<file path="src/rtl/alu_sequencer.sv">
// rtl/alu_sequencer.sv - five-state read/read/execute/writeback controller beside the 8x16 register file
module alu_sequencer #(
  parameter int DW = 16,
  parameter int RW = 3
) (
  input  logic          clk,
  input  logic          rst_n,
  input  logic          start,
  output logic          ready,
  input  logic [1:0]    op,
  input  logic [1:0]    shift,
  input  logic [RW-1:0] rn,
  input  logic [RW-1:0] rm,
  input  logic [RW-1:0] rd,
  input  logic          wb_en,
  output logic [RW-1:0] rf_readnum,
  input  logic [DW-1:0] rf_rdata,
  output logic [RW-1:0] rf_writenum,
  output logic          rf_write,
  output logic [DW-1:0] rf_wdata,
  output logic [DW-1:0] result,
  output logic          z,
  output logic          n,
  output logic          v,
  output logic          done
);

  typedef enum logic [2:0] {IDLE, RDA, RDB, EXEC, WB} state_t;

  state_t        state, state_nxt;
  logic [1:0]    op_q, shift_q;
  logic [RW-1:0] rn_q, rm_q, rd_q;
  logic          wb_en_q;
  logic [DW-1:0] a_q, b_q, c_q;
  logic [DW-1:0] b_sh, c_nxt;
  logic          v_nxt;

  // Overflow is judged against the shifted operand, since that is what the adder sees.
  always_comb begin
    b_sh  = b_q;
    c_nxt = '0;
    v_nxt = 1'b0;
    case (shift_q)
      2'b01:   b_sh = {b_q[DW-2:0], 1'b0};
      2'b10:   b_sh = {1'b0, b_q[DW-1:1]};
      2'b11:   b_sh = {b_q[DW-1], b_q[DW-1:1]};
      default: b_sh = b_q;
    endcase
    case (op_q)
      2'b00: begin
        c_nxt = a_q + b_sh;
        v_nxt = (a_q[DW-1] == b_sh[DW-1]) && (c_nxt[DW-1] != a_q[DW-1]);
      end
      2'b01: begin
        c_nxt = a_q - b_sh;
        v_nxt = (a_q[DW-1] != b_sh[DW-1]) && (c_nxt[DW-1] != a_q[DW-1]);
      end
      2'b10:   c_nxt = a_q & b_sh;
      default: c_nxt = ~b_sh;
    endcase
  end

  always_comb begin
    state_nxt   = state;
    ready       = 1'b0;
    done        = 1'b0;
    rf_readnum  = '0;
    rf_writenum = '0;
    rf_write    = 1'b0;
    rf_wdata    = '0;
    case (state)
      IDLE: begin
        ready = 1'b1;
        if (start) state_nxt = RDA;
      end
      RDA: begin
        rf_readnum = rn_q;
        state_nxt  = RDB;
      end
      RDB: begin
        rf_readnum = rm_q;
        state_nxt  = EXEC;
      end
      EXEC: state_nxt = WB;
      WB: begin
        rf_writenum = rd_q;
        rf_write    = wb_en_q;
        rf_wdata    = c_q;
        done        = 1'b1;
        state_nxt   = IDLE;
      end
      default: state_nxt = IDLE;
    endcase
  end

  always_ff @(posedge clk or negedge rst_n) begin
    if (!rst_n) begin
      state   <= IDLE;
      op_q    <= '0;
      shift_q <= '0;
      rn_q    <= '0;
      rm_q    <= '0;
      rd_q    <= '0;
      wb_en_q <= 1'b0;
      a_q     <= '0;
      b_q     <= '0;
      c_q     <= '0;
      z       <= 1'b0;
      n       <= 1'b0;
      v       <= 1'b0;
    end else begin
      state <= state_nxt;
      case (state)
        IDLE: if (start) begin
          op_q    <= op;
          shift_q <= shift;
          rn_q    <= rn;
          rm_q    <= rm;
          rd_q    <= rd;
          wb_en_q <= wb_en;
        end
        RDA: a_q <= rf_rdata;
        RDB: b_q <= rf_rdata;
        EXEC: begin
          c_q <= c_nxt;
          z   <= (c_nxt == '0);
          n   <= c_nxt[DW-1];
          v   <= v_nxt;
        end
        default: ;
      endcase
    end
  end

  assign result = c_q;

endmodule
</file>
<file path="config.mk">
export PLATFORM = sky130hd
export DESIGN_NAME = alu_sequencer
export DESIGN_NICKNAME = d
export VERILOG_FILES = /design/src/rtl/alu_sequencer.sv
export SDC_FILE = /design/constraint.sdc
export NUM_CORES = 1
export LEC_CHECK = 0
export BUFFER_PORTS_ARGS = -buffer_cell sky130_fd_sc_hd__buf_4
export CORE_MARGIN = 5
export CORE_UTILIZATION = 58
export CTS_CLUSTER_SIZE = 24
export DETAILED_ROUTE_END_ITERATION = 7
export PLACE_DENSITY = 0.81
export RECOVER_POWER = 25
export SLEW_MARGIN = 10
export SYNTH_ARGS = -nofsm -noshare
export SYNTH_HDL_FRONTEND = slang
export SYNTH_SLANG_ARGS = --single-unit
</file>
<file path="constraint.sdc">
create_clock -name clk -period 4.85 [get_ports clk]
set_input_delay 0 -clock clk [delete_from_list [all_inputs] [get_ports clk]]
set_output_delay 0 -clock clk [all_outputs]
set_load 0.005 [all_outputs]
</file>
==> flow_summary.ini <==
[place]
dp_hpwl_mm = 10.3
numPortBuffers = 76
gp_congestion = 0.926

[detailed_routing]
drtPass1Iterations = 5
routed_wl_mm = 13.9
ant_nets = 0
vias = 4766
drtIter0Drc = 264
vias_per_cell = 6.03
drc = 0
wl_per_cell_um = 17.6

[setup_path]
cp.required_ns = 5.14
crit_arrival_ns = 4.49
cp-end-kind = flop
r2r-start = shift_q[0]$_DFFE_PN0P_
crit_start = shift_q[0]$_DFFE_PN0P_
startpoint_type = flop
crit_fanout = 18
path_class = reg -> reg

[worst_hold_path]
hold_class = in -> reg
min-delay-start = rf_rdata[1]

[clocking]
clkSinkCount = 67
htree_levels = 3
postCtsResizedCells = 0
clockRootBuffer = clkbuf_8
numCtsBuffers = 9
clkLatencyLatePin_ns = 0.35
cts_setup_buffers = 0
path_clk_slew_ns = 0.08
cts_tree = built
clockBufferDepth = 2

[finish]
syn_to_final_growth_pct = 22.5
n_fill_cell = 662
num-nets-final = 748
antenna_cells = 0
drive_above_1_share_pct = 24.5

[synthesis]
synth_top_cell_by_area = dfrtp_1
synthDistinctLibCells = 71
postSynthCellCount = 586
synth_top_cell_area_share_pct = 31.9
postSynth.asyncResetShare_pct = 100
syn-cell-area_um2 = 5260
synth_area_leaders = dfrtp_1 32%, mux2_2 10%, ha_1 8.6%
synth_nets = 657
synth-seq-cells = 67
synth-seq-area-share_pct = 31.9
avgSynthCellArea_um2 = 8.98
yosysWarnings = 0
synth_top_flop_cell = dfrtp_1
synth_edf_count = 0

[sta]
rsz0062_at_grt = no
tns_ns = 0
worst_pin_slew_ns = 3.53
finalHoldViolCount = 0
slew_headroom_pct = -135
fmax_mhz = 238
setup_viol = 0
finalWorstPathRequiredPeriod_ns = 4.20
period_share_pct = 86.7
clock-skew-final_ns = 0.0129
maxSlewViolCount = 68

[global_route]
grt_usage_pct = 25.6
overflow = 0
antenna_found_initial = 0
grt_start_max_net_pins = 68
grt_pass1_wl_mm = 23.4
grt_pass1_vias = 4609

[floorplanning]
dieArea_um2 = 11100
core_um2 = 8760
start_util_pct = 60.0
ios = 77
die_y_um = 105
die_w_um = 105
std_cell_rows = 34

[outcome]
status = finished with violations
violations = capacitance limit, slew limit

[run]
cap_violations = 1
-- flip-flops by register name, summed over array words and instances, names as in the netlist --
| signal | count |
|---|---|
| result | 15 |
| wb_en_q | 1 |
| z | 1 |
| b_q | 16 |
| op_q | 2 |
| rd_q | 3 |
| rm_q | 3 |
| shift_q | 2 |
| rn_q | 3 |
| n | 1 |
| a_q | 16 |
| v | 1 |
| state | 3 |
-- stage by stage --
step                instance area (um^2)  setup slack (ns)  utilization (%)  hold slack, ns  instances
floorplan                           5260              1.43                -          -0.296        586
global placement                    5890             0.810             67.2           0.140        742
detailed placement                  5890             0.702             67.2           0.151        742
CTS                                 6450             0.648             73.6           0.318        790
global route                        6440             0.412             73.5           0.422        790
finish                              6440             0.646             73.5           0.404        790
-- placed cells by master (no fill, tap or decap), types with 19 or more instances in the layout --
cell type / n
a21oi_1: 29
and2_1: 22
buf_4: 64
dfrtp_1: 67
dlygate4sd3_1: 32
ha_1: 36
inv_1: 29
mux2_2: 48
mux2i_1: 20
nand2_1: 46
nor2_1: 43
nor3_1: 19
o21ai_0: 41
-- area by class of cell --
cell class | instances | area, um^2 | area share (%)
Timing Repair Buffer | 116 | 943 | 14.6
Tap cell | 108 | 135 | 2.10
Clock inverter | 7 | 116 | 1.81
Clock buffer | 9 | 124 | 1.92
Inverter | 32 | 120 | 1.86
Multi-Input combinational cell | 451 | 3330 | 51.7
Sequential cell | 67 | 1680 | 26.0
-- timing repair --
| action | in CTS | in global routing |
|---|---|---|
| hold buffers | 32 | 0 |
| endpoints found under the setup margin | 0 | 0 |
| hold endpoints to repair | 114 | 0 |
-- per-layer routing --
layer / GRT usage (%) / vias up / share of wire, %
met1: 36.1 / 2266 / 46
li1: - / 2292 / -
met4: 7.31 / 0 / 1.2
met3: 4.71 / 14 / 6.8
met2: 40.4 / 194 / 46
met5: 0 / - / 0
-- cell families after synthesis --
kind of cell,after synthesis,share of synthesized area [%]
adder cells (fa/ha/maj),38,9.32
multiplexers,69,14.4
buffers and inverters,68,5.07
AO/OA/AOI/OAI,152,19.9
AND/OR/NAND/NOR,179,17.4
XOR/XNOR,13,2.16
flip-flops,67,31.9
-- final timing paths --
path	depth (start not counted)	slack [ns]	endpoint
setup / recovery	13	0.65	z$_DFFE_PN0P_
hold / removal	4	0.40	a_q[1]$_DFFE_PN0P_
setup reg to reg	13	0.65	z$_DFFE_PN0P_
hold reg to reg	2	0.49	v$_DFFE_PN0P_
max in group asynchronous	2	1.47	result[7]$_DFFE_PN0P_
min in group asynchronous	2	1.40	a_q[3]$_DFFE_PN0P_
-- synthesized netlist by cell type, types with 4 or more instances --
| library cell | number |
|---|---|
| nor3_1 | 19 |
| o31ai_1 | 4 |
| xnor2_1 | 11 |
| clkbuf_1 | 31 |
| o21ai_0 | 41 |
| nand3_1 | 5 |
| a211oi_1 | 7 |
| a22o_1 | 5 |
| a21oi_1 | 29 |
| a221oi_1 | 5 |
| nand2b_1 | 5 |
| and2_1 | 22 |
| nand2_1 | 46 |
| mux2_2 | 48 |
| o21bai_1 | 4 |
| o21a_1 | 5 |
| dfrtp_1 | 67 |
| inv_1 | 29 |
| ha_1 | 36 |
| a31oi_1 | 9 |
| mux2i_1 | 20 |
| or3_1 | 5 |
| o211ai_1 | 8 |
| nand3b_1 | 4 |
| nor3b_1 | 4 |
| nor2_1 | 43 |
| nor2b_1 | 7 |
-- critical path: stages, from the launching register on --
cell and delay, ns:
dfrtp_1 0.89, mux2_2 0.41, mux2i_1 0.26, inv_1 0.08
ha_1 0.41, nor3_1 0.09, a221oi_2 0.42, a2111oi_0 0.19
a2111o_1 0.41, o31a_1 0.31, mux2i_1 0.15, nor4b_1 0.29
nand4_1 0.13, nand2_1 0.09
Power is left out: the tool's default activity adds up to more than one toggle a clock period on the data nets, which glitch-free logic cannot reach.
